--- src/rtl/ipm_pkt_fifo_pkg.sv ---
// Shared constants and helpers for the distributed-RAM packet FIFO.
package ipm_pkt_fifo_pkg;

  // Widest pointer any legal configuration needs (ADDR_WIDTH up to 10, plus wrap bit).
  localparam int unsigned MaxPtrW = 11;

  // Reset values of the status flags.
  localparam logic RstEmpty       = 1'b1;
  localparam logic RstAlmostEmpty = 1'b1;
  localparam logic RstFull        = 1'b0;
  localparam logic RstAlmostFull  = 1'b0;

  // Pointers carry one extra wrap bit so that full and empty are distinguishable.
  function automatic int unsigned ptr_width(input int unsigned addr_width);
    return addr_width + 1;
  endfunction

  // Distance from ptr_b up to ptr_a, modulo 2^pw.
  function automatic logic [MaxPtrW-1:0] level(input logic [MaxPtrW-1:0] ptr_a,
                                               input logic [MaxPtrW-1:0] ptr_b,
                                               input int unsigned        pw);
    logic [MaxPtrW-1:0] mask;
    mask = (MaxPtrW'(1) << pw) - MaxPtrW'(1);
    return (ptr_a - ptr_b) & mask;
  endfunction

  function automatic bit params_ok(input int unsigned addr_width,
                                   input int unsigned data_width,
                                   input int unsigned out_reg);
    return (addr_width >= 4) && (addr_width <= 10) &&
           (data_width >= 1) && (data_width <= 256) && (out_reg <= 1);
  endfunction

endpackage

--- src/rtl/ipm_distributed_sdpram_v1_3_pkt.sv ---
// Single-clock simple dual-port RAM: synchronous write, asynchronous read.
module ipm_distributed_sdpram_v1_3_pkt #(
  parameter int unsigned ADDR_WIDTH = 4,
  parameter int unsigned DATA_WIDTH = 33
) (
  input  logic                  clk,
  input  logic                  we,
  input  logic [ADDR_WIDTH-1:0] waddr,
  input  logic [DATA_WIDTH-1:0] wdata,
  input  logic [ADDR_WIDTH-1:0] raddr,
  output logic [DATA_WIDTH-1:0] rdata
);

  logic [DATA_WIDTH-1:0] mem [1 << ADDR_WIDTH];

  // Write port.
  always_ff @(posedge clk) begin
    if (we) mem[waddr] <= wdata;
  end

  assign rdata = mem[raddr];

endmodule

--- src/rtl/ipm_distributed_sync_pkt_fifo_v1_3.sv ---
// Store-and-forward packet FIFO: speculative writes, commit-or-drop on packet end,
// overflow abort, packet count and optional registered FWFT output.
module ipm_distributed_sync_pkt_fifo_v1_3
  import ipm_pkt_fifo_pkg::*;
#(
  parameter int unsigned ADDR_WIDTH       = 4,
  parameter int unsigned DATA_WIDTH       = 32,
  parameter int unsigned OUT_REG          = 0,
  parameter int unsigned ALMOST_FULL_NUM  = 4,
  parameter int unsigned ALMOST_EMPTY_NUM = 4
) (
  input  logic                  clk,
  input  logic                  rst,
  input  logic [DATA_WIDTH-1:0] wr_data,
  input  logic                  wr_en,
  input  logic                  wr_last,
  input  logic                  wr_err,
  output logic                  full,
  output logic                  almost_full,
  output logic [ADDR_WIDTH:0]   wr_water_level,
  output logic                  drop,
  output logic                  overflow,
  output logic [DATA_WIDTH-1:0] rd_data,
  output logic                  rd_last,
  input  logic                  rd_en,
  output logic                  empty,
  output logic                  almost_empty,
  output logic [ADDR_WIDTH:0]   rd_water_level,
  output logic [ADDR_WIDTH:0]   pkt_cnt
);

  localparam int unsigned PW    = ptr_width(ADDR_WIDTH);
  localparam int unsigned Depth = 1 << ADDR_WIDTH;

  if (!params_ok(ADDR_WIDTH, DATA_WIDTH, OUT_REG)) begin : g_param_err
    $error("ipm_distributed_sync_pkt_fifo_v1_3: illegal parameter set");
  end

  logic [PW-1:0]         wr_ptr_q, wr_ptr_d, wr_cmt_q, wr_cmt_d, rd_ptr_q, rd_ptr_d;
  logic [PW-1:0]         wr_level_q, wr_level_d, rd_level_q, rd_level_d, pkt_cnt_q, pkt_cnt_d;
  logic                  abort_q, abort_d, drop_q, drop_d, overflow_q, overflow_d;
  logic                  cmt_pend_q, commit, ram_we, pop_last, out_pop, load;
  logic                  full_q, full_d, almost_full_q, almost_full_d;
  logic                  ram_empty_q, ram_empty_d, almost_empty_q, almost_empty_d;
  logic                  out_valid_q, out_valid_d, out_last_q, out_last_d, held_d;
  logic [DATA_WIDTH-1:0] out_data_q, out_data_d;
  logic [DATA_WIDTH:0]   ram_rdata;

  ipm_distributed_sdpram_v1_3_pkt #(
    .ADDR_WIDTH (ADDR_WIDTH),
    .DATA_WIDTH (DATA_WIDTH + 1)
  ) u_ram (
    .clk   (clk),
    .we    (ram_we),
    .waddr (wr_ptr_q[ADDR_WIDTH-1:0]),
    .wdata ({wr_last, wr_data}),
    .raddr (rd_ptr_q[ADDR_WIDTH-1:0]),
    .rdata (ram_rdata)
  );

  // Write side: accept, commit, error drop and overflow abort.
  always_comb begin
    wr_ptr_d   = wr_ptr_q;
    wr_cmt_d   = wr_cmt_q;
    abort_d    = abort_q;
    drop_d     = 1'b0;
    overflow_d = 1'b0;
    commit     = 1'b0;
    ram_we     = 1'b0;
    if (abort_q) begin
      // Swallow the rest of the oversized packet; its end releases the abort.
      if (wr_en && wr_last) begin
        wr_ptr_d = wr_cmt_q;
        abort_d  = 1'b0;
        drop_d   = 1'b1;
      end
    end else if (wr_en && full_q) begin
      overflow_d = 1'b1;
      if (wr_ptr_q != wr_cmt_q) begin
        // Ending word itself overflowing: drop now rather than abort the next packet.
        if (wr_last) begin
          wr_ptr_d = wr_cmt_q;
          drop_d   = 1'b1;
        end else begin
          abort_d = 1'b1;
        end
      end
    end else if (wr_en) begin
      ram_we = 1'b1;
      if (wr_last && wr_err) begin
        wr_ptr_d = wr_cmt_q;
        drop_d   = 1'b1;
      end else if (wr_last) begin
        wr_ptr_d = wr_ptr_q + PW'(1);
        wr_cmt_d = wr_ptr_q + PW'(1);
        commit   = 1'b1;
      end else begin
        wr_ptr_d = wr_ptr_q + PW'(1);
      end
    end
  end

  // Read side: direct async FWFT or refill of the output register.
  always_comb begin
    rd_ptr_d    = rd_ptr_q;
    out_valid_d = out_valid_q;
    out_data_d  = out_data_q;
    out_last_d  = out_last_q;
    out_pop     = 1'b0;
    load        = 1'b0;
    pop_last    = 1'b0;
    if (OUT_REG == 1) begin
      out_pop = rd_en && out_valid_q;
      load    = (!out_valid_q || out_pop) && !ram_empty_q;
      if (load) begin
        rd_ptr_d   = rd_ptr_q + PW'(1);
        out_data_d = ram_rdata[DATA_WIDTH-1:0];
        out_last_d = ram_rdata[DATA_WIDTH];
      end
      out_valid_d = load || (out_valid_q && !out_pop);
      pop_last    = out_pop && out_last_q;
    end else if (rd_en && !ram_empty_q) begin
      rd_ptr_d = rd_ptr_q + PW'(1);
      pop_last = ram_rdata[DATA_WIDTH];
    end
  end

  // Flags, levels and packet count from next pointers. The read side compares against
  // the current committed pointer, so a commit becomes readable one cycle after it lands.
  always_comb begin
    wr_level_d     = PW'(level(MaxPtrW'(wr_ptr_d), MaxPtrW'(rd_ptr_d), PW));
    rd_level_d     = PW'(level(MaxPtrW'(wr_cmt_q), MaxPtrW'(rd_ptr_d), PW));
    full_d         = wr_level_d == PW'(Depth);
    almost_full_d  = int'(wr_level_d) + int'(ALMOST_FULL_NUM) >= int'(Depth);
    ram_empty_d    = rd_ptr_d == wr_cmt_q;
    held_d         = (OUT_REG == 1) ? out_valid_d : 1'b0;
    almost_empty_d = int'(rd_level_d) + int'(held_d) <= int'(ALMOST_EMPTY_NUM);
    pkt_cnt_d      = pkt_cnt_q;
    if (cmt_pend_q && !pop_last) begin
      pkt_cnt_d = pkt_cnt_q + PW'(1);
    end else if (!cmt_pend_q && pop_last) begin
      pkt_cnt_d = pkt_cnt_q - PW'(1);
    end
  end

  // State register with synchronous reset.
  always_ff @(posedge clk) begin
    if (rst) begin
      wr_ptr_q       <= '0;
      wr_cmt_q       <= '0;
      rd_ptr_q       <= '0;
      abort_q        <= 1'b0;
      cmt_pend_q     <= 1'b0;
      drop_q         <= 1'b0;
      overflow_q     <= 1'b0;
      pkt_cnt_q      <= '0;
      wr_level_q     <= '0;
      rd_level_q     <= '0;
      full_q         <= RstFull;
      almost_full_q  <= RstAlmostFull;
      ram_empty_q    <= RstEmpty;
      almost_empty_q <= RstAlmostEmpty;
      out_valid_q    <= 1'b0;
      out_data_q     <= '0;
      out_last_q     <= 1'b0;
    end else begin
      wr_ptr_q       <= wr_ptr_d;
      wr_cmt_q       <= wr_cmt_d;
      rd_ptr_q       <= rd_ptr_d;
      abort_q        <= abort_d;
      cmt_pend_q     <= commit;
      drop_q         <= drop_d;
      overflow_q     <= overflow_d;
      pkt_cnt_q      <= pkt_cnt_d;
      wr_level_q     <= wr_level_d;
      rd_level_q     <= rd_level_d;
      full_q         <= full_d;
      almost_full_q  <= almost_full_d;
      ram_empty_q    <= ram_empty_d;
      almost_empty_q <= almost_empty_d;
      out_valid_q    <= out_valid_d;
      out_data_q     <= out_data_d;
      out_last_q     <= out_last_d;
    end
  end

  assign full           = full_q;
  assign almost_full    = almost_full_q;
  assign wr_water_level = wr_level_q;
  assign drop           = drop_q;
  assign overflow       = overflow_q;
  assign rd_data        = (OUT_REG == 1) ? out_data_q : ram_rdata[DATA_WIDTH-1:0];
  assign rd_last        = (OUT_REG == 1) ? out_last_q : ram_rdata[DATA_WIDTH];
  assign empty          = (OUT_REG == 1) ? !out_valid_q : ram_empty_q;
  assign almost_empty   = almost_empty_q;
  assign rd_water_level = rd_level_q;
  assign pkt_cnt        = pkt_cnt_q;

endmodule

--- config.mk ---
export PLATFORM = sky130hd
export DESIGN_NAME = ipm_distributed_sync_pkt_fifo_v1_3
export DESIGN_NICKNAME = d
export VERILOG_FILES = /design/src/rtl/ipm_pkt_fifo_pkg.sv /design/src/rtl/ipm_distributed_sdpram_v1_3_pkt.sv /design/src/rtl/ipm_distributed_sync_pkt_fifo_v1_3.sv
export SDC_FILE = /design/constraint.sdc
export NUM_CORES = 1
export LEC_CHECK = 0
export ABC_AREA = 1
export BUFFER_PORTS_ARGS = -buffer_cell sky130_fd_sc_hd__buf_2
export CORE_MARGIN = 2
export CORE_UTILIZATION = 35
export DETAILED_ROUTE_END_ITERATION = 7
export SETUP_SLACK_MARGIN = 0.2
export SYNTH_ARGS = -nofsm -noshare
export SYNTH_HDL_FRONTEND = slang
export SYNTH_HIERARCHICAL = 1
export SYNTH_SLANG_ARGS = --single-unit
--- constraint.sdc ---
create_clock -name clk -period 3.7 [get_ports clk]
set_input_delay 0.37 -clock clk [delete_from_list [all_inputs] [get_ports clk]]
set_output_delay 0.37 -clock clk [all_outputs]
set_load 0.05 [all_outputs]
==> results of run 1 <==
[sequential cells by signal, indices dropped and copies added (netlist names)]
register	count
overflow	1
u_ram/mem	528
empty	1
rd_water_level	5
cmt_pend_q	1
drop	1
pkt_cnt	5
rd_ptr_q	5
wr_ptr_q	5
almost_empty	1
wr_cmt_q	5
almost_full	1
wr_water_level	5
abort_q	1
full	1
[how the worst max path moves through the flow]
stage / endpoint / slack [ns] / depth (start not counted)
2_1_floorplan: u_ram/mem[10][0] / 0.80 / 5
3_3_place_gp: almost_full / 0.65 / 16
3_5_place_dp: almost_full / 0.64 / 16
4_1_cts: rd_data[21] / 0.49 / 6
5_1_grt: rd_data[21] / 0.40 / 6
6_report: rd_data[21] / 0.53 / 6
[synthesized netlist by cell type, drive strengths merged]
cell and number:
xor2 12, edfxtp 528, clkbuf 13, o211ai 1, inv 443, o21ai 21
o2111ai 1, dfxtp 38, xnor2 4, mux2i 1, nand4 8, ha 14
a21o 1, nor2 58, buf 100, nand3 409, a22oi 2, nand3b 3
or2 1, a21oi 19, a31oi 1, fa 3, nor3 3, nand2 765
[through the flow]
step	total power [mW]	util [%]	hold WS [ns]	instance area (um^2)
2_1_floorplan	8.715	-	0.4689	24730
5_1_grt	15.36	40.27	0.1105	28200
3_5_place_dp	9.271	37.69	0.5115	26400
6_report	14.79	40.27	0.1257	28200
4_1_cts	14.93	40.27	0.08856	28200
3_3_place_gp	9.241	37.69	0.4673	26400
[routing by layer]
layer / part of all wire (%) / track usage, %
met1: 44 / 22.32
met3: 5.3 / 2.587
met2: 49 / 28.84
met4: 2.2 / 4.357
met5: 0 / 0
[final cells by class]
class	count	area, um^2	share of cell area, %
Multi-Input combinational cell	1327	6023	21.36
Timing Repair Buffer	128	895.9	3.177
Inverter	443	1673	5.933
Clock inverter	23	256.5	0.9097
Sequential cell	566	16630	58.97
Tap cell	940	1176	4.171
Clock buffer	77	1544	5.476
[where the power goes]
| group | total [mW] | internal, mW | switching (mW) |
|---|---|---|---|
| Clock | 5.66 | 3.26 | 2.40 |
| Sequential | 7.21 | 7.14 | 0.0678 |
| Combinational | 1.92 | 0.489 | 1.43 |
| Total | 14.8 | 10.9 | 3.90 |
[cell usage in the layout (no fill, tap or decap), types with 2 or more instances in the layout]
| master | instances |
|---|---|
| sky130_fd_sc_hd__a21oi_1 | 18 |
| sky130_fd_sc_hd__nand3_1 | 409 |
| sky130_fd_sc_hd__nand3b_1 | 3 |
| sky130_fd_sc_hd__nand4_1 | 8 |
| sky130_fd_sc_hd__clkinv_8 | 2 |
| sky130_fd_sc_hd__xnor2_1 | 4 |
| sky130_fd_sc_hd__clkbuf_16 | 59 |
| sky130_fd_sc_hd__ha_1 | 14 |
| sky130_fd_sc_hd__o21ai_1 | 12 |
| sky130_fd_sc_hd__nand2_2 | 2 |
| sky130_fd_sc_hd__edfxtp_1 | 528 |
| sky130_fd_sc_hd__xor2_1 | 12 |
| sky130_fd_sc_hd__inv_2 | 9 |
| sky130_fd_sc_hd__buf_2 | 91 |
| sky130_fd_sc_hd__buf_4 | 24 |
| sky130_fd_sc_hd__bufinv_16 | 5 |
| sky130_fd_sc_hd__inv_1 | 432 |
| sky130_fd_sc_hd__dfxtp_1 | 34 |
| sky130_fd_sc_hd__nor2_4 | 18 |
| sky130_fd_sc_hd__nor2_1 | 39 |
| sky130_fd_sc_hd__buf_12 | 13 |
| sky130_fd_sc_hd__dfxtp_4 | 3 |
| sky130_fd_sc_hd__nand2_1 | 763 |
| sky130_fd_sc_hd__clkinv_2 | 3 |
| sky130_fd_sc_hd__clkinv_1 | 11 |
| sky130_fd_sc_hd__clkbuf_1 | 18 |
| sky130_fd_sc_hd__o21ai_0 | 9 |
| sky130_fd_sc_hd__a22oi_1 | 2 |
| sky130_fd_sc_hd__fa_1 | 3 |
[critical path: stages, from the launching register on]
cell and delay [ns]:
sky130_fd_sc_hd__dfxtp_4 0.43, sky130_fd_sc_hd__buf_4 0.85, sky130_fd_sc_hd__nand3_1 0.15, sky130_fd_sc_hd__nand3_1 0.14, sky130_fd_sc_hd__nand3_1 0.17, sky130_fd_sc_hd__nand2_1 0.15, sky130_fd_sc_hd__buf_2 0.28
[cells by family (layout without fill, tap and decap cells)]
logic type / after synthesis / count (layout) / share of synthesized area, %
compound gates: 46 / 46 / 1.007
xor+xnor: 16 / 16 / 0.5666
fa+ha+maj: 17 / 17 / 0.9510
buf+inv: 556 / 671 / 8.954
flops: 566 / 566 / 67.18
mux: 1 / 1 / 0.04047
simple gates: 1247 / 1247 / 21.30
==> insert_results.sql, run 1 <==
INSERT INTO impl_metrics (metric_group, metric, value, unit) VALUES
('detailed_routing', 'totalWireLength', '61680', 'um'),
('detailed_routing', 'route.detailed.vias_per_inst', '4.784', ''),
('sta', 'timing.final.setup_violations', '0', ''),
('yosys', 'post-synth-top-area-fraction', '64.10', '%'),
('sta', 'worst_slew_pin_slew', '1.120', 'ns'),
('sta', 'finClkSkew', '0.02313', 'ns'),
('worst_setup_path', 'required', '3.33', 'ns'),
('detailed_routing', 'postRouteAntennaNets', '0', ''),
('yosys', 'synth_top_area_cell', 'sky130_fd_sc_hd__edfxtp_1', ''),
('sta', 'post-route-min-period', '3.166', 'ns'),
('yosys', 'synth_cell_type_count', '34', ''),
('place', 'numPlacedInstances', '3404', ''),
('run_status', 'outcome', 'finished, final reports clean', ''),
('worst_setup_path', 'timing.critical_path.from', 'rd_ptr_q[1]', ''),
('place', 'preCtsSetupSlack', '0.6418', 'ns'),
('worst_setup_path', 'critical_path.endpoint_type', 'primary output', ''),
('sta', 'count_of_pins_over_their_slew_limit', '0', ''),
('global_routing', 'globalRoute.totalOverflow', '0', ''),
('yosys', 'post_synthesis_mean_instance_area', '10.10', 'um^2'),
('cells_and_area', 'final_cell_count_no_fill', '3504', ''),
('worst_setup_path', 'worst_r2r_path_depth', '16', ''),
('clocking', 'tritoncts', 'yes', ''),
('worst_setup_path', 'startpoint_type', 'flip-flop', ''),
('worst_setup_path', 'worst_ep_arrival_time', '2.80', 'ns'),
('clocking', 'ctsLongestPathBuffers', '3', ''),
('clocking', 'clk-insertion-delay-late', '0.62', 'ns'),
('sta', 'clock.fmax', '315.9', 'MHz'),
('cells_and_area', 'antennaDiodeCount', '0', ''),
('cells_and_area', 'design.final.nets', '2579', ''),
('clocking', 'htree_num_levels', '2', ''),
('worst_setup_path', 'setup.reg_to_reg.worst_slack', '1.03', 'ns'),
('global_routing', 'total_global_routing_track_utilization', '16.84', '%'),
('place', 'place.port_buffers', '91', ''),
('yosys', 'yosys-top-cells-area', 'sky130_fd_sc_hd__edfxtp_1 64%, sky130_fd_sc_hd__nand2_1 12%, sky130_fd_sc_hd__nand3_1 8.3%, sky130_fd_sc_hd__inv_1 6.6%, sky130_fd_sc_hd__dfxtp_1 3.1%', ''),
('yosys', 'number_of_cells_produced_by_synthesis', '2449', ''),
('sta', 'timing.final.hold_violations', '0', ''),
('detailed_routing', 'drt_iter0_markers', '1260', ''),
('sta', 'relSlewSlack', '25.36', '%'),
('clocking', 'numClockSinks', '566', ''),
('floorplan', 'die-width', '269.8', 'um'),
('yosys', 'number_of_register_bits_inferred_by_synthesis', '566', ''),
('floorplan', 'die_area', '72810', 'um^2'),
('place', 'gp_routability_congestion', '0.7611', ''),
('cells_and_area', 'area.growth.synth_to_final', '14.00', '%'),
('global_routing', 'grt_max_degree', '157', ''),
('power', 'power.leakage', '11.88', 'nW'),
('clocking', 'number_of_clock_buffers_inserted_by_tritoncts', '58', ''),
('sta', 'rsz0062_at_grt', 'false', ''),
('power', 'vdd_ir_drop_max', '0.0003913', 'V'),
('sta', 'worst_case_setup_margin_in_the_final_layout', '0.5339', 'ns'),
('clocking', 'cts.reportedPaths.clkPinSlew', '0.06', 'ns'),
('sta', 'post-route-period-util', '85.57', '%'),
('floorplan', 'initial_utilization', '35.32', '%'),
('min_path', 'min_path_cells', '1', ''),
('place', 'hpwl', '32570', 'um'),
('cells_and_area', 'drive_above_1_share', '9.321', '%'),
('sta', 'fin_setup_tns', '0', 'ns'),
('clocking', 'cts_setup_buffers', '0', ''),
('floorplan', 'die_y', '269.8', 'um'),
('detailed_routing', 'dr_total_vias', '16760', ''),
('detailed_routing', 'post_drt_wl_per_cell', '17.60', 'um'),
('yosys', 'post_synth_instance_area', '24730', 'um^2'),
('clocking', 'cts_hold_repair.buffers', '0', ''),
('min_path', 'hold_path.startpoint', 'wr_data[8]', ''),
('floorplan', 'io_pins', '92', ''),
('yosys', 'synth_sequential_area_ratio', '67.18', '%'),
('power', 'power.density', '524.4', 'nW/um^2'),
('floorplan', 'num_rows', '97', ''),
('clocking', 'cts_repair_resize_count', '0', ''),
('yosys', 'syn_nets', '2504', ''),
('global_routing', 'grt_pass1_vias', '16490', '');
Power figures use the tool's default switching activity.
==> inputs of run 2 (changes only) <==
--- a/config.mk
+++ b/config.mk
@@ -10,8 +10,11 @@
 export CORE_MARGIN = 2
 export CORE_UTILIZATION = 35
 export DETAILED_ROUTE_END_ITERATION = 7
+export GPL_TIMING_DRIVEN = 0
+export PLACE_DENSITY_LB_ADDON = 0.25
 export SETUP_SLACK_MARGIN = 0.2
 export SYNTH_ARGS = -nofsm -noshare
 export SYNTH_HDL_FRONTEND = slang
 export SYNTH_HIERARCHICAL = 1
 export SYNTH_SLANG_ARGS = --single-unit
+export TNS_END_PERCENT = 50
==> run 2 against run 1 <==
Wire length up 24%. First-iteration DRC count up 53%. Cell count up 3.1%. Worst hold slack better by 0.0039 ns. Critical path depth unchanged. Worst setup slack worse by 0.29 ns. Combinational power up 13%. Sequential power about the same. Clock power up 8.3%. Maximum frequency down 8.4%. Clock skew down 0.0010 ns. Largest power group unchanged.
==> insert_results.sql, run 2 (synthesized netlist as in run 1, its figures left out) <==
INSERT INTO impl_metrics (metric_group, metric, value, unit) VALUES
('global_routing', 'globalRoute.totalOverflow', '0', ''),
('clocking', 'cts_hold_repair.buffers', '0', ''),
('cells_and_area', 'final_cell_count_no_fill', '3614', ''),
('global_routing', 'grt.met1_usage', '28.30', '%'),
('cells_and_area', 'drive_above_1_share', '12.12', '%'),
('global_routing', 'grt_first_pass_wirelength', '111800', 'um'),
('worst_setup_path', 'startpoint_type', 'flip-flop', ''),
('detailed_routing', 'post_drt_wl_per_cell', '21.21', 'um'),
('place', 'place.port_buffers', '90', ''),
('detailed_routing', 'route.detailed.drc', '0', ''),
('global_routing', 'grt_max_degree', '21', ''),
('clocking', 'cts-root-buf', 'sky130_fd_sc_hd__clkbuf_16', ''),
('sta', 'rsz0062_at_grt', 'false', ''),
('worst_setup_path', 'kind_of_critical_path', 'flip-flop to primary output', ''),
('cells_and_area', 'fillCellCount', '6735', ''),
('sta', 'worst_slew_pin_slew', '1.185', 'ns'),
('cells_and_area', 'postLayoutCoreUtil', '41.36', '%'),
('power', 'comb_power_share', '14.0', '%'),
('power', 'power.density', '535.7', 'nW/um^2'),
('run_status', 'outcome', 'finished, final reports clean', ''),
('sta', 'count_of_pins_over_their_slew_limit', '0', ''),
('power', 'power_switching', '4.279', 'mW'),
('detailed_routing', 'totalWireLength', '76670', 'um'),
('sta', 'clock.fmax', '289.3', 'MHz'),
('sta', 'post-route-min-period', '3.457', 'ns'),
('clocking', 'numClockSinks', '566', ''),
('floorplan', 'num_rows', '97', ''),
('sta', 'relSlewSlack', '20.99', '%'),
('clocking', 'number_of_clock_buffers_inserted_by_tritoncts', '66', ''),
('sta', 'post-route-period-util', '93.42', '%'),
('flow_run', 'cap_violations', '0', ''),
('floorplan', 'die_y', '269.8', 'um'),
('sta', 'timing.final.hold_violations', '0', ''),
('clocking', 'cts.reportedPaths.clkPinSlew', '0.06', 'ns'),
('power', 'power.share.clock', '39.5', '%'),
('sta', 'finClkSkew', '0.02212', 'ns'),
('sta', 'timing.final.setup_violations', '0', ''),
('floorplan', 'io_pins', '92', ''),
('cells_and_area', 'layout_commonest_cell', 'sky130_fd_sc_hd__nand2_1', ''),
('place', 'gp_routability_congestion', '0.8300', ''),
('power', 'p_int', '11.24', 'mW'),
('clocking', 'tritoncts', 'yes', ''),
('detailed_routing', 'drtPass1Iterations', '8', ''),
('place', 'hpwl', '48980', 'um'),
('power', 'vdd_ir_drop_max', '0.0003528', 'V'),
('power', 'sequentialPowerShare', '46.5', '%'),
('cells_and_area', 'mostFrequentLayoutCells', '763 x sky130_fd_sc_hd__nand2_1, 528 x sky130_fd_sc_hd__edfxtp_1, 434 x sky130_fd_sc_hd__inv_1, 409 x sky130_fd_sc_hd__nand3_1, 157 x sky130_fd_sc_hd__buf_2', ''),
('cells_and_area', 'antennaDiodeCount', '0', ''),
('worst_setup_path', 'crit_fanout', '10', ''),
('global_routing', 'use_met2', '34.50', '%'),
('detailed_routing', 'postRouteAntennaNets', '0', ''),
('detailed_routing', 'dr_total_vias', '17770', ''),
('global_routing', 'antenna_found_initial', '2', ''),
('clocking', 'ctsLongestPathBuffers', '3', ''),
('worst_setup_path', 'worst_ep_arrival_time', '3.09', 'ns'),
('cells_and_area', 'design.final.nets', '2680', ''),
('min_path', 'worstHoldPathType', 'input port to flip-flop', ''),
('power', 'swShare', '27.58', '%'),
('power', 'power.leakage', '12.31', 'nW'),
('global_routing', 'grt_pass1_vias', '17130', ''),
('global_routing', 'total_global_routing_track_utilization', '20.91', '%'),
('floorplan', 'die-width', '269.8', 'um'),
('floorplan', 'placeableCoreArea', '70030', 'um^2'),
('global_routing', 'gr-max-usage-layer', 'met2', ''),
('clocking', 'clk-insertion-delay-late', '0.60', 'ns'),
('cells_and_area', 'largest_register', 'u_ram/mem', ''),
('cells_and_area', 'area.growth.synth_to_final', '17.09', '%'),
('floorplan', 'initial_utilization', '35.32', '%'),
('worst_setup_path', 'critical_path.endpoint_type', 'primary output', ''),
('floorplan', 'die_area', '72810', 'um^2'),
('clocking', 'htree_num_levels', '3', ''),
('worst_setup_path', 'required', '3.33', 'ns'),
('clocking', 'cts_setup_buffers', '0', ''),
('place', 'numPlacedInstances', '3497', ''),
('global_routing', 'grt_util_met3', '3.263', '%'),
('detailed_routing', 'route.detailed.vias_per_inst', '4.917', ''),
('detailed_routing', 'drt_iter0_markers', '1922', ''),
('cells_and_area', 'largest_register_ff_count', '528', '');
[run 2: changes by cell type in the layout (fill, tap and decap cells not counted), moves of 3 or more]
cell	delta
sky130_fd_sc_hd__buf_1	+13
sky130_fd_sc_hd__buf_12	-4
sky130_fd_sc_hd__buf_16	+9
sky130_fd_sc_hd__buf_2	+66
sky130_fd_sc_hd__buf_4	-14
sky130_fd_sc_hd__bufinv_16	-3
sky130_fd_sc_hd__clkbuf_1	+8
sky130_fd_sc_hd__clkbuf_16	+10
sky130_fd_sc_hd__clkbuf_4	+8
sky130_fd_sc_hd__clkinv_2	+10
sky130_fd_sc_hd__clkinvlp_4	+4
sky130_fd_sc_hd__dfxtp_4	-3
[run 2: worst max-delay path, stage by stage (launching register included)]
cell	delay [ns]
sky130_fd_sc_hd__dfxtp_1	0.34
sky130_fd_sc_hd__clkbuf_1	0.32
sky130_fd_sc_hd__inv_1	0.39
sky130_fd_sc_hd__clkbuf_1	0.69
sky130_fd_sc_hd__nand3_1	0.24
sky130_fd_sc_hd__nand2_1	0.21
sky130_fd_sc_hd__buf_2	0.29
[run 2: area by class of cell]
| type | instances | area [um^2] | share of cell area, % |
|---|---|---|---|
| Buffer | 113 | 590.6 | 2.039 |
| Inverter | 443 | 1663 | 5.742 |
| Clock inverter | 34 | 231.5 | 0.7993 |
| Clock buffer | 83 | 1779 | 6.144 |
| Timing Repair Buffer | 108 | 878.3 | 3.033 |
| Multi-Input combinational cell | 1327 | 6023 | 20.80 |
| Sequential cell | 566 | 16620 | 57.38 |
| Tap cell | 940 | 1176 | 4.061 |
[run 2: path summary, 6_finish.rpt]
path | from | to | slack, ns | depth (start not counted)
hold reg to reg | pkt_cnt[4] | pkt_cnt[4] | 0.49 | 2
setup reg to reg | rd_ptr_q[0] | pkt_cnt[4] | 0.39 | 17
setup / recovery | rd_ptr_q[3] | rd_data[21] | 0.24 | 6
hold / removal | wr_en | overflow | 0.13 | 3
[run 2: power groups by stage]
stage / logic, mW / registers [mW] / clock network [mW]
2_1_floorplan: 1.23 / 7.48 / 0
3_3_place_gp: 2.09 / 7.35 / 0
3_5_place_dp: 2.16 / 7.34 / 0
4_1_cts: 2.17 / 7.21 / 6.26
5_1_grt: 2.35 / 7.22 / 6.52
6_report: 2.17 / 7.21 / 6.13
[run 2: what timing repair did]
item	CTS	global route
resized for setup	5	15
setup endpoints to repair	1	5
pin swaps	0	0
[run 2: stage by stage]
stage               instance area [um^2]  setup TNS (ns)  hold WS, ns  total power [mW]  worst slack (ns)
floorplan                          24730               0       0.4689             8.715            0.8030
global placement                   26360         -589.66       0.4783             9.445            -1.330
detailed placement                 26910               0       0.4834             9.499            0.1003
CTS                                28940               0      0.09814             15.64            0.2243
global route                       28960               0       0.1323             16.09            0.2003
finish                             28960               0       0.1296             15.51            0.2434
[run 2: routing by layer]
| layer | up-vias | part of all wire (%) |
|---|---|---|
| met2 | 724 | 47 |
| li1 | 8280 | - |
| met4 | 4 | 3.0 |
| met3 | 131 | 7.8 |
| met5 | - | 0.035 |
| met1 | 8631 | 42 |
==> inputs of run 3 (changes only) <==
--- a/config.mk
+++ b/config.mk
@@ -5,7 +5,6 @@
 export SDC_FILE = /design/constraint.sdc
 export NUM_CORES = 1
 export LEC_CHECK = 0
-export ABC_AREA = 1
 export BUFFER_PORTS_ARGS = -buffer_cell sky130_fd_sc_hd__buf_2
 export CORE_MARGIN = 2
 export CORE_UTILIZATION = 35
==> run 3 against run 2 <==
Worst setup slack improved by 0.064 ns. Area after synthesis is 11% lower. Worst hold slack lost 0.011 ns. First-iteration DRC count shrank 62%. Sequential power shrank 1%. Non-clock buffer count fell by 45. Critical path type unchanged. Largest cell class unchanged. Highest routed layer unchanged.
==> insert_results.sql, run 3 <==
INSERT INTO impl_metrics (metric_group, metric, value, unit) VALUES
('run_status', 'outcome', 'finished, final reports clean', ''),
('floorplan', 'die-width', '255.0', 'um'),
('worst_setup_path', 'critical_path.endpoint_type', 'primary output', ''),
('detailed_routing', 'routed-wl-met3', '2470', 'um'),
('detailed_routing', 'route.detailed.drc', '0', ''),
('worst_setup_path', 'worst_ep_arrival_time', '3.02', 'ns'),
('yosys', 'number_of_register_bits_inferred_by_synthesis', '566', ''),
('floorplan', 'die_y', '255.0', 'um'),
('clocking', 'htree_num_levels', '2', ''),
('worst_setup_path', 'worst_r2r_path_depth', '15', ''),
('sta', 'finClkSkew', '0.02167', 'ns'),
('clocking', 'number_of_clock_buffers_inserted_by_tritoncts', '57', ''),
('yosys', 'share_of_async_settable_or_async_resettable_flops_after_synthesis', '0', '%'),
('clocking', 'cts-root-buf', 'sky130_fd_sc_hd__clkbuf_16', ''),
('yosys', 'synth_top_family_by_area', 'multiplexers', ''),
('cells_and_area', 'storage_element_area', '16620', 'um^2'),
('worst_setup_path', 'startpoint_type', 'flip-flop', ''),
('floorplan', 'num_rows', '92', ''),
('detailed_routing', 'drtPass1Iterations', '5', ''),
('cells_and_area', 'area.growth.synth_to_final', '17.95', '%'),
('cells_and_area', 'design.final.nets', '1288', ''),
('global_routing', 'globalRoute.totalOverflow', '0', ''),
('cells_and_area', 'drive_above_1_share', '29.29', '%'),
('cells_and_area', 'layout_commonest_cell', 'sky130_fd_sc_hd__edfxtp_1', ''),
('yosys', 'post_synth_fa_ha_maj_area_fraction', '1.067', '%'),
('clocking', 'cts.reportedPaths.clkPinSlew', '0.06', 'ns'),
('clocking', 'tritoncts', 'yes', ''),
('clocking', 'numClockSinks', '566', ''),
('power', 'report.power.total', '13.67', 'mW'),
('worst_setup_path', 'crit_fanout', '10', ''),
('sta', 'worst_slew_pin_slew', '0.9731', 'ns'),
('global_routing', 'total_global_routing_track_utilization', '15.55', '%'),
('yosys', 'synth_cell_type_count', '57', ''),
('detailed_routing', 'met2_wirelength', '25350', 'um'),
('sta', 'post-route-period-util', '91.68', '%'),
('sta', 'timing.final.hold_violations', '0', ''),
('clocking', 'cts_hold_repair.buffers', '0', ''),
('yosys', 'post_synth_instance_area', '22050', 'um^2'),
('floorplan', 'die_area', '65020', 'um^2'),
('min_path', 'worst_hold_path.endpoint', 'u_ram/mem[0][20]', ''),
('place', 'hpwl', '31950', 'um'),
('min_path', 'min_path_cells', '1', ''),
('cells_and_area', 'multi_input_area', '5132', 'um^2'),
('yosys', 'synthesis.yosys.warnings', '6', ''),
('yosys', 'synth_most_common_cell', 'sky130_fd_sc_hd__edfxtp_1', ''),
('global_routing', 'grt_first_pass_wirelength', '73380', 'um'),
('yosys', 'synth_mux_area_share', '14.08', '%'),
('global_routing', 'antenna_found_initial', '2', ''),
('yosys', 'synth_sequential_area_ratio', '75.36', '%'),
('place', 'gp_routability_congestion', '0.7269', ''),
('yosys', 'yosys-top-cells-area', 'sky130_fd_sc_hd__edfxtp_1 72%, sky130_fd_sc_hd__mux4_2 12%, sky130_fd_sc_hd__dfxtp_1 3.5%, sky130_fd_sc_hd__a22oi_1 2.3%, sky130_fd_sc_hd__mux4_1 2.3%', ''),
('power', 'power.leakage', '8.328', 'nW'),
('sta', 'fin_setup_tns', '0', 'ns'),
('clocking', 'clk-insertion-delay-late', '0.62', 'ns'),
('detailed_routing', 'post_drt_wl_per_cell', '23.53', 'um'),
('floorplan', 'io_pins', '92', ''),
('cells_and_area', 'largest_register_ff_count', '528', ''),
('worst_setup_path', 'r2r_end', 'pkt_cnt[4]', ''),
('yosys', 'synth.cells.most_frequent', '528 x sky130_fd_sc_hd__edfxtp_1, 113 x sky130_fd_sc_hd__mux4_2, 67 x sky130_fd_sc_hd__a22oi_1, 44 x sky130_fd_sc_hd__nand2_1, 40 x sky130_fd_sc_hd__nor2_1', ''),
('cells_and_area', 'antennaDiodeCount', '0', ''),
('detailed_routing', 'route.detailed.vias_per_inst', '5.094', ''),
('power', 'power.density', '525.7', 'nW/um^2'),
('place', 'place.port_buffers', '90', ''),
('cells_and_area', 'mostFrequentLayoutCells', '528 x sky130_fd_sc_hd__edfxtp_1, 113 x sky130_fd_sc_hd__mux4_2, 100 x sky130_fd_sc_hd__buf_2, 67 x sky130_fd_sc_hd__a22oi_1, 57 x sky130_fd_sc_hd__clkbuf_16', ''),
('detailed_routing', 'dr_total_vias', '10810', ''),
('cells_and_area', 'largest_register', 'u_ram/mem', ''),
('global_routing', 'grt_pass1_vias', '11280', ''),
('min_path', 'worstHoldPathType', 'input port to flip-flop', ''),
('power', 'vdd_ir_drop_max', '0.0003612', 'V'),
('yosys', 'synth_top_area_cell', 'sky130_fd_sc_hd__edfxtp_1', ''),
('yosys', 'synth-main-ff-cell', 'sky130_fd_sc_hd__edfxtp_1', ''),
('floorplan', 'placeableCoreArea', '62620', 'um^2'),
('detailed_routing', 'drt_iter0_markers', '736', ''),
('sta', 'rsz0062_at_grt', 'true', ''),
('floorplan', 'initial_utilization', '35.21', '%'),
('detailed_routing', 'routed_length_on_met1', '21020', 'um'),
('worst_setup_path', 'setup.reg_to_reg.worst_slack', '0.41', 'ns'),
('detailed_routing', 'postRouteAntennaNets', '0', ''),
('sta', 'clock.fmax', '294.8', 'MHz'),
('sta', 'timing.final.setup_violations', '0', ''),
('yosys', 'synthXorXnorAreaFrac', '1.073', '%'),
('yosys', 'synth_compound_area_share', '3.711', '%'),
('detailed_routing', 'totalWireLength', '49950', 'um'),
('sta', 'count_of_pins_over_their_slew_limit', '0', ''),
('flow_run', 'cap_violations', '0', ''),
('global_routing', 'grt_max_degree', '23', ''),
('yosys', 'synth-edff-count', '528', ''),
('detailed_routing', 'highest_signal_layer', 'met5', ''),
('worst_setup_path', 'required', '3.33', 'ns'),
('clocking', 'ctsLongestPathBuffers', '3', ''),
('yosys', 'share_of_synthesized_cell_area_in_and_or_nand_and_nor_gates', '2.781', '%'),
('min_path', 'hold_path.startpoint', 'wr_data[20]', ''),
('sta', 'relSlewSlack', '34.98', '%'),
('yosys', 'post-synth-top-area-fraction', '71.91', '%'),
('yosys', 'post_synthesis_mean_instance_area', '20.92', 'um^2'),
('worst_setup_path', 'critical_path.reg2reg.startpoint', 'rd_ptr_q[0]', ''),
('yosys', 'syn_nets', '1109', ''),
('cells_and_area', 'fillCellCount', '5567', ''),
('worst_setup_path', 'kind_of_critical_path', 'flip-flop to primary output', ''),
('sta', 'post-route-min-period', '3.392', 'ns'),
('yosys', 'number_of_cells_produced_by_synthesis', '1054', '');
run 3: cell count changes after synthesis, moves of 8 or more:
cell                       before  now
sky130_fd_sc_hd__mux4_1         0   19
sky130_fd_sc_hd__buf_2         75   14
sky130_fd_sc_hd__inv_1        434   12
sky130_fd_sc_hd__o21ai_1       12    0
sky130_fd_sc_hd__mux4_2         0  113
sky130_fd_sc_hd__nand3_1      409    8
sky130_fd_sc_hd__buf_1         16    3
sky130_fd_sc_hd__xnor2_1        4   12
sky130_fd_sc_hd__nor2_1        55   40
sky130_fd_sc_hd__clkbuf_1      13   25
sky130_fd_sc_hd__a22oi_1        2   67
sky130_fd_sc_hd__nand2_1      763   44
sky130_fd_sc_hd__inv_2          9    0
run 3: routing by layer:
metal / vias up / track usage (%)
li1: 4748 / -
met1: 5721 / 20.38
met2: 258 / 26.62
met3: 83 / 2.512
met4: 4 / 4.779
met5: - / 0
run 3: layout make-up:
| cell class | instances | area share, % |
|---|---|---|
| clock inverters | 34 | 0.8083 |
| multi-input cells | 420 | 19.74 |
| plain buffers | 56 | 1.689 |
| flip-flops and latches | 566 | 63.93 |
| clock buffers | 69 | 5.783 |
| well taps | 846 | 4.070 |
| repair buffers | 120 | 3.811 |
| inverters | 12 | 0.1732 |
run 3: per-stage QoR:
| step | hold WS [ns] | area (um^2) | util [%] | setup slack [ns] | std cells |
|---|---|---|---|---|---|
| global placement | 0.4798 | 23570 | 37.63 | -3.241 | 1990 |
| CTS | 0.07809 | 25910 | 41.37 | 0.1377 | 2118 |
| detailed placement | 0.4812 | 24170 | 38.60 | -0.1187 | 2015 |
| finish | 0.1184 | 26000 | 41.53 | 0.3078 | 2123 |
| global route | 0.1080 | 26000 | 41.53 | 0.1873 | 2123 |
| floorplan | 0.4689 | 22060 | - | -0.2401 | 1054 |
run 3: logic make-up after synthesis:
family	after synthesis
compound gates	113
xor+xnor	23
fa+ha+maj	17
flops	566
simple gates	129
mux	138
buf+inv	68
run 3: worst max-delay path, cell delays in order, from the launching register on:
cell and delay (ns):
sky130_fd_sc_hd__dfxtp_1 0.43, sky130_fd_sc_hd__nor2b_1 0.17, sky130_fd_sc_hd__clkbuf_1 0.41, sky130_fd_sc_hd__clkbuf_1 0.73, sky130_fd_sc_hd__a22oi_1 0.27, sky130_fd_sc_hd__nand2_1 0.13, sky130_fd_sc_hd__buf_2 0.27
run 3: how the worst max path moves through the flow:
stage	cells past startpoint	to	slack, ns	start
global route	15	pkt_cnt[4]	0.19	rd_ptr_q[0]
global placement	4	u_ram/mem[8][18]	-3.24	wr_en
detailed placement	14	pkt_cnt[4]	-0.12	rd_ptr_q[1]
floorplan	4	u_ram/mem[12][0]	-0.24	full
finish	6	rd_data[21]	0.31	rd_ptr_q[3]
CTS	15	pkt_cnt[4]	0.14	rd_ptr_q[1]
run 3: report_power, final:
part	total [mW]	leakage [nW]	switching, mW	internal [mW]
clock network	5.31	0.849	2.36	2.95
registers	7.14	5.08	0.0407	7.10
logic	1.21	2.40	0.756	0.458
total	13.7	8.33	3.16	10.5
run 3: what timing repair did:
| action | 4_1_cts | 5_1_grt |
|---|---|---|
| cloned | 0 | 0 |
| gates resized for setup | 11 | 19 |
| endpoints found under the hold margin | 0 | 0 |
| setup buffers | 0 | 5 |
| setup endpoints to repair | 15 | 8 |
| pin swaps | 0 | 2 |
